File: config.mk
export PLATFORM = sky130hd
export DESIGN_NAME = mp_add_seq
export DESIGN_NICKNAME = d
export VERILOG_FILES = /design/src/rtl/mp_add_seq_pkg.sv /design/src/rtl/mp_add_seq_rca.sv /design/src/rtl/mp_add_seq.sv
export SDC_FILE = /design/constraint.sdc
export NUM_CORES = 1
export LEC_CHECK = 0
export BUFFER_PORTS_ARGS = -buffer_cell sky130_fd_sc_hd__clkbuf_2
export CAP_MARGIN = 0
export CORE_MARGIN = 2
export CORE_UTILIZATION = 35
export DETAILED_ROUTE_END_ITERATION = 6
export PLACE_DENSITY_LB_ADDON = 0.05
export SLEW_MARGIN = 10
export SYNTH_ARGS = -nofsm -noshare
export SYNTH_HDL_FRONTEND = slang
export SYNTH_SLANG_ARGS = --single-unit
export TNS_END_PERCENT = 10
File: constraint.sdc
create_clock -name clk -period 6.4 [get_ports clk]
set_clock_uncertainty 0.15 [all_clocks]
set_input_delay 1.28 -clock clk [delete_from_list [all_inputs] [get_ports clk]]
set_output_delay 1.28 -clock clk [all_outputs]
set_load 0.05 [all_outputs]
File: src/rtl/mp_add_seq_pkg.sv
// Shared types for the multi-precision add/sub controller.
// Holds the FSM state encoding and the adder slice width.
package mp_add_seq_pkg;

  localparam int BYTE_W = 8;

  typedef enum logic [1:0] {
    IDLE = 2'd0,
    BUSY = 2'd1,
    DONE = 2'd2
  } state_t;

endpackage

File: src/rtl/mp_add_seq_rca.sv
// 8-bit ripple-carry adder slice.
// Ports: a, b operand bytes; ci carry-in; s sum byte; co carry-out.
module mp_add_seq_rca
  import mp_add_seq_pkg::*;
(
  input  logic [BYTE_W-1:0] a,
  input  logic [BYTE_W-1:0] b,
  input  logic              ci,
  output logic [BYTE_W-1:0] s,
  output logic              co
);

  logic [BYTE_W:0] c;

  always_comb begin
    c    = '0;
    s    = '0;
    c[0] = ci;
    for (int i = 0; i < BYTE_W; i++) begin
      s[i]   = a[i] ^ b[i] ^ c[i];
      c[i+1] = (a[i] & b[i]) |
               (c[i] & (a[i] ^ b[i]));
    end
    co = c[BYTE_W];
  end

endmodule

File: src/rtl/mp_add_seq.sv
// Multi-precision add/sub, one byte slice per cycle, LSB first.
// Ports: clk, rst (sync, high); in_valid/in_ready with a, b, cin, sub;
// out_valid/out_ready with sum, cout (1 = no borrow on sub), ovf.
module mp_add_seq
  import mp_add_seq_pkg::*;
#(
  parameter int NBYTES = 4
) (
  input  logic                     clk,
  input  logic                     rst,
  input  logic                     in_valid,
  output logic                     in_ready,
  input  logic [BYTE_W*NBYTES-1:0] a,
  input  logic [BYTE_W*NBYTES-1:0] b,
  input  logic                     cin,
  input  logic                     sub,
  output logic                     out_valid,
  input  logic                     out_ready,
  output logic [BYTE_W*NBYTES-1:0] sum,
  output logic                     cout,
  output logic                     ovf
);

  localparam int IDX_W =
    (NBYTES > 1) ? $clog2(NBYTES) : 1;
  localparam logic [IDX_W-1:0] LAST =
    IDX_W'(NBYTES - 1);
  localparam int MSB = BYTE_W - 1;

  state_t state;
  state_t state_n;

  logic [NBYTES-1:0][BYTE_W-1:0] a_reg;
  logic [NBYTES-1:0][BYTE_W-1:0] b_reg;
  logic [NBYTES-1:0][BYTE_W-1:0] sum_reg;

  logic             carry;
  logic [IDX_W-1:0] idx;
  logic             cout_reg;
  logic             ovf_reg;

  logic [BYTE_W-1:0] add_s;
  logic              add_co;
  logic              accept;
  logic              last;

  assign accept = (state == IDLE) && in_valid;
  assign last   = (idx == LAST);

  mp_add_seq_rca u_rca (
    .a  (a_reg[idx]),
    .b  (b_reg[idx]),
    .ci (carry),
    .s  (add_s),
    .co (add_co)
  );

  always_ff @(posedge clk) begin
    if (rst) state <= IDLE;
    else     state <= state_n;
  end

  always_comb begin
    state_n   = state;
    in_ready  = 1'b0;
    out_valid = 1'b0;
    unique case (state)
      IDLE: begin
        in_ready = 1'b1;
        if (in_valid) state_n = BUSY;
      end
      BUSY: begin
        if (last) state_n = DONE;
      end
      DONE: begin
        out_valid = 1'b1;
        if (out_ready) state_n = IDLE;
      end
      default: state_n = IDLE;
    endcase
  end

  // Subtract is folded in at accept time:
  // B is stored inverted and the carry seeded with 1.
  always_ff @(posedge clk) begin
    if (rst) begin
      a_reg    <= '0;
      b_reg    <= '0;
      sum_reg  <= '0;
      carry    <= 1'b0;
      idx      <= '0;
      cout_reg <= 1'b0;
      ovf_reg  <= 1'b0;
    end else if (accept) begin
      a_reg <= a;
      b_reg <= sub ? ~b : b;
      carry <= sub ? 1'b1 : cin;
      idx   <= '0;
    end else if (state == BUSY) begin
      sum_reg[idx] <= add_s;
      carry        <= add_co;
      idx          <= idx + IDX_W'(1);
      if (last) begin
        cout_reg <= add_co;
        ovf_reg  <=
          (a_reg[NBYTES-1][MSB] ==
           b_reg[NBYTES-1][MSB]) &&
          (add_s[MSB] != a_reg[NBYTES-1][MSB]);
      end
    end
  end

  assign sum  = sum_reg;
  assign cout = cout_reg;
  assign ovf  = ovf_reg;

endmodule

==> impl_results.md <==
* Final hold violations at 0
* H-tree Lvls at 3
* Seq cells post-synth at between 100 and 150
* F_max at about 0.19 GHz
* Synth top area cells: dfxtp_1, nand2_1, mux4_2
* Post-Syn Area at ~0.0045 sq mm
* Critical path buffer and inverter count at 4
* Pre-CTS setup slack at 1.24 ns
* Worst path most repeated cell: fa_1
* Via count at ~3,500
* Hold crit path type: reg2reg
* Combinational family with the most area after synthesis: simple AND/OR/NAND/NOR gates
* Syn Nets at roughly 580
* Port Buffers at 105
* DRC viols at 0
* Crit-path max cell delay at roughly 0.56 ns
* Clk buf depth at 2
* Kind of critical path: reg2reg
* Finished Layout Cells at roughly 750
* Cells after DPL at about 730
* Routability cong. at just under 0.8
* Static leakage at about 2.1 nW
* # nets final at roughly 660
* GRT Total Usage at between 10% and 20%
* CTS tree: yes
* Ys flop type: dfxtp_1
* GRT overflow at 0
* Synth unique cells at 30
* Final Max Slew Viols at 0
* Initial Util at a little over a third
* Sequential area share after synthesis at 45.5%
* Tmin final at about 5.2 ns
* YS warnings at 0
* Worst Path Arrival at about 5.3 ns
* Layout Utilization at between 40% and 50%
* Die area at 0.0139 sq mm
* Detailed Route WL at between 10,000 and 15,000 um
* Num CTS Buffers at 9
* VDD IR-drop max at slightly above 0.1 mV
* Share of layout cells above drive strength 1 at between 20% and 30%
* CTS sink cnt at between 100 and 150
* Register Area at about 0.0021 sq mm
* RSZ-0062 raised after global routing: false
* Final antenna-violating net count at 0
* Worst-skew pair later-pin latency at about 0.34 ns
* XOR/XNOR Fraction of Synth Area at under 10%
* Fillers at 1,332
* CTS clk-pin slew, worst paths at 0.07 ns
* First-pass DRT Iterations at 4
* Critical-path cell with the highest stage delay: mux4_2
* Ports at around 110
* Worst setup SP type: flop
* FFs w/ async S/R, synth at 0%
* First-pass GRT wire length at 17,900 um
* Syn Inst Count at 493
* Horiz. Die Dim at 118 um
* Synth top area share at 45.5%
* Post-synth EDFFs at 0
* # hold bufs at CTS at 0
* Vias in the first global route at 3,446
* Area growth from synthesis to layout at 19.6%
* Final Cycle Share at 81.2%
* CP Max Fanout at 9
* Vias/cell at 4.72
* Syn Area/Cell at roughly 9.2 sq um
* CTS root buf: clkbuf_16
* Largest net degree at the start of global routing at around 100
* Initial antenna violation count at 0
* Number of setup buffers added after CTS at 0
* Multi-input logic area at between 0.002 and 0.0025 sq mm
* Antenna Cells at 0
* CP cell instances: buf_4 -> mux4_2 -> fa_1 -> fa_1 -> fa_1 -> fa_1 -> fa_1 -> inv_1 -> fa_1 -> inv_1 -> fa_1 -> inv_1 -> fa_1 -> or3_1 -> a311oi_1
* Count of final setup violators at 0
* PostCTS Resize Cnt at 0
* Post-placement cell area at 0.00511 sq mm
* Slew HR at between 10% and 20%
* Setup TNS Final at 0 ns
* Worst-margin pin slew at between 1 and 1.5 ns
* # Max-Cap Violations at 0
* Simple-Gate Fraction of Synth Area at ~16%
* Post-Synth Adder-Cell Area at under 10%
* Core Area at around 0.013 sq mm
* Hpwl dp at 7780 um
* Status: complete, no violations
* Row cnt at 41
* Final worst slack at 1.20 ns
* Compound-Gate Fraction of Synth Area at 14.0%
* Mux cell area share after synthesis at 8.40%
* Design area at ~0.0054 sq mm
* DR WL/cell at between 10 and 15 um
* First DRT Iteration DRCs at between 200 and 250
* Largest area contributor in the netlist: dfxtp_1
* Pwr dens at between 200 and 300 mW/mm^2
* Crit. End Element: flop
* Crit path required time at roughly 6.5 ns
* Crit path max-delay family: adder cells
* Die H at approximately 120 um
[through the flow]
stage	total power, W	hold slack (ns)
6_report	0.00152	0.304
5_1_grt	0.00159	0.325
4_1_cts	0.00154	0.308
3_5_place_dp	0.000954	0.299
3_3_place_gp	0.000950	0.292
2_1_floorplan	0.000877	0.283
[synth_stat cells, drive strengths merged, types with 2 or more instances]
master  count
dfxtp     103
fa          8
mux2i       2
xnor2      32
nor2       45
buf        28
nand3b      5
nand2     112
mux4       16
inv        10
nor3        2
clkbuf     12
nor2b       2
and3b       4
ha          4
a211oi     42
a21oi      57
[final cells by class]
type / count / share of cell area [%]
Multi-Input combinational cell: 340 / 41.2
Sequential cell: 103 / 38.0
Timing Repair Buffer: 109 / 10.3
Clock buffer: 11 / 4.48
Tap cell: 172 / 3.97
Clock inverter: 4 / 1.29
Inverter: 10 / 0.693
[where the power goes]
group	switching, W	internal (W)	leakage (nW)
registers	0.0000233	0.000679	0.844
clock network	0.000231	0.000350	0.155
logic	0.000140	0.0000929	1.10
[metal layers]
layer  GRT usage (%)  up-vias  part of all wire [%]
li1                -     1828                     -
met1            22.8     1621                    50
met2            25.5       76                    45
met3            2.76       11                   3.5
met4            6.10        0                   1.4
met5               0        -                     0
[worst paths after layout]
kind	startpoint	end	slack, ns	cells past startpoint
max reg2reg	idx[0]$_SDFFE_PP0P_	ovf$_SDFFE_PP0P_	1.20	15
max	idx[0]$_SDFFE_PP0P_	ovf$_SDFFE_PP0P_	1.20	15
min	sum[1]$_SDFFE_PP0P_	sum[1]$_SDFFE_PP0P_	0.30	2
min reg2reg	sum[1]$_SDFFE_PP0P_	sum[1]$_SDFFE_PP0P_	0.30	2
[worst register-to-register path: stages, from the launching register on]
cell      delay (ns)
dfxtp_1         0.33
buf_4           0.21
mux4_2          0.57
fa_1            0.42
fa_1            0.40
fa_1            0.39
fa_1            0.40
fa_1            0.41
inv_1           0.09
fa_1            0.15
inv_1           0.05
fa_1            0.36
inv_1           0.08
fa_1            0.50
or3_1           0.34
a311oi_1        0.26
[layout by cell type, fill, tap and decap left out, drive strengths merged, types with 2 or more instances in the layout]
cell type	instances
and3b	4
nor2	45
mux4	16
nor2b	2
a211oi	42
nand2	112
dfxtp	103
mux2i	2
buf	5
ha	4
clkinv	2
a21oi	57
inv	10
fa	8
clkbuf	115
nor3	2
xnor2	32
nand3b	5
bufinv	2
[kinds of logic after synthesis]
logic type      after synthesis
simple gates                175
compound gates              103
flops                       103
buf+inv                      50
xor+xnor                     32
mux                          18
fa+ha+maj                    12
Note: power is estimated with default switching activity, not from simulation.
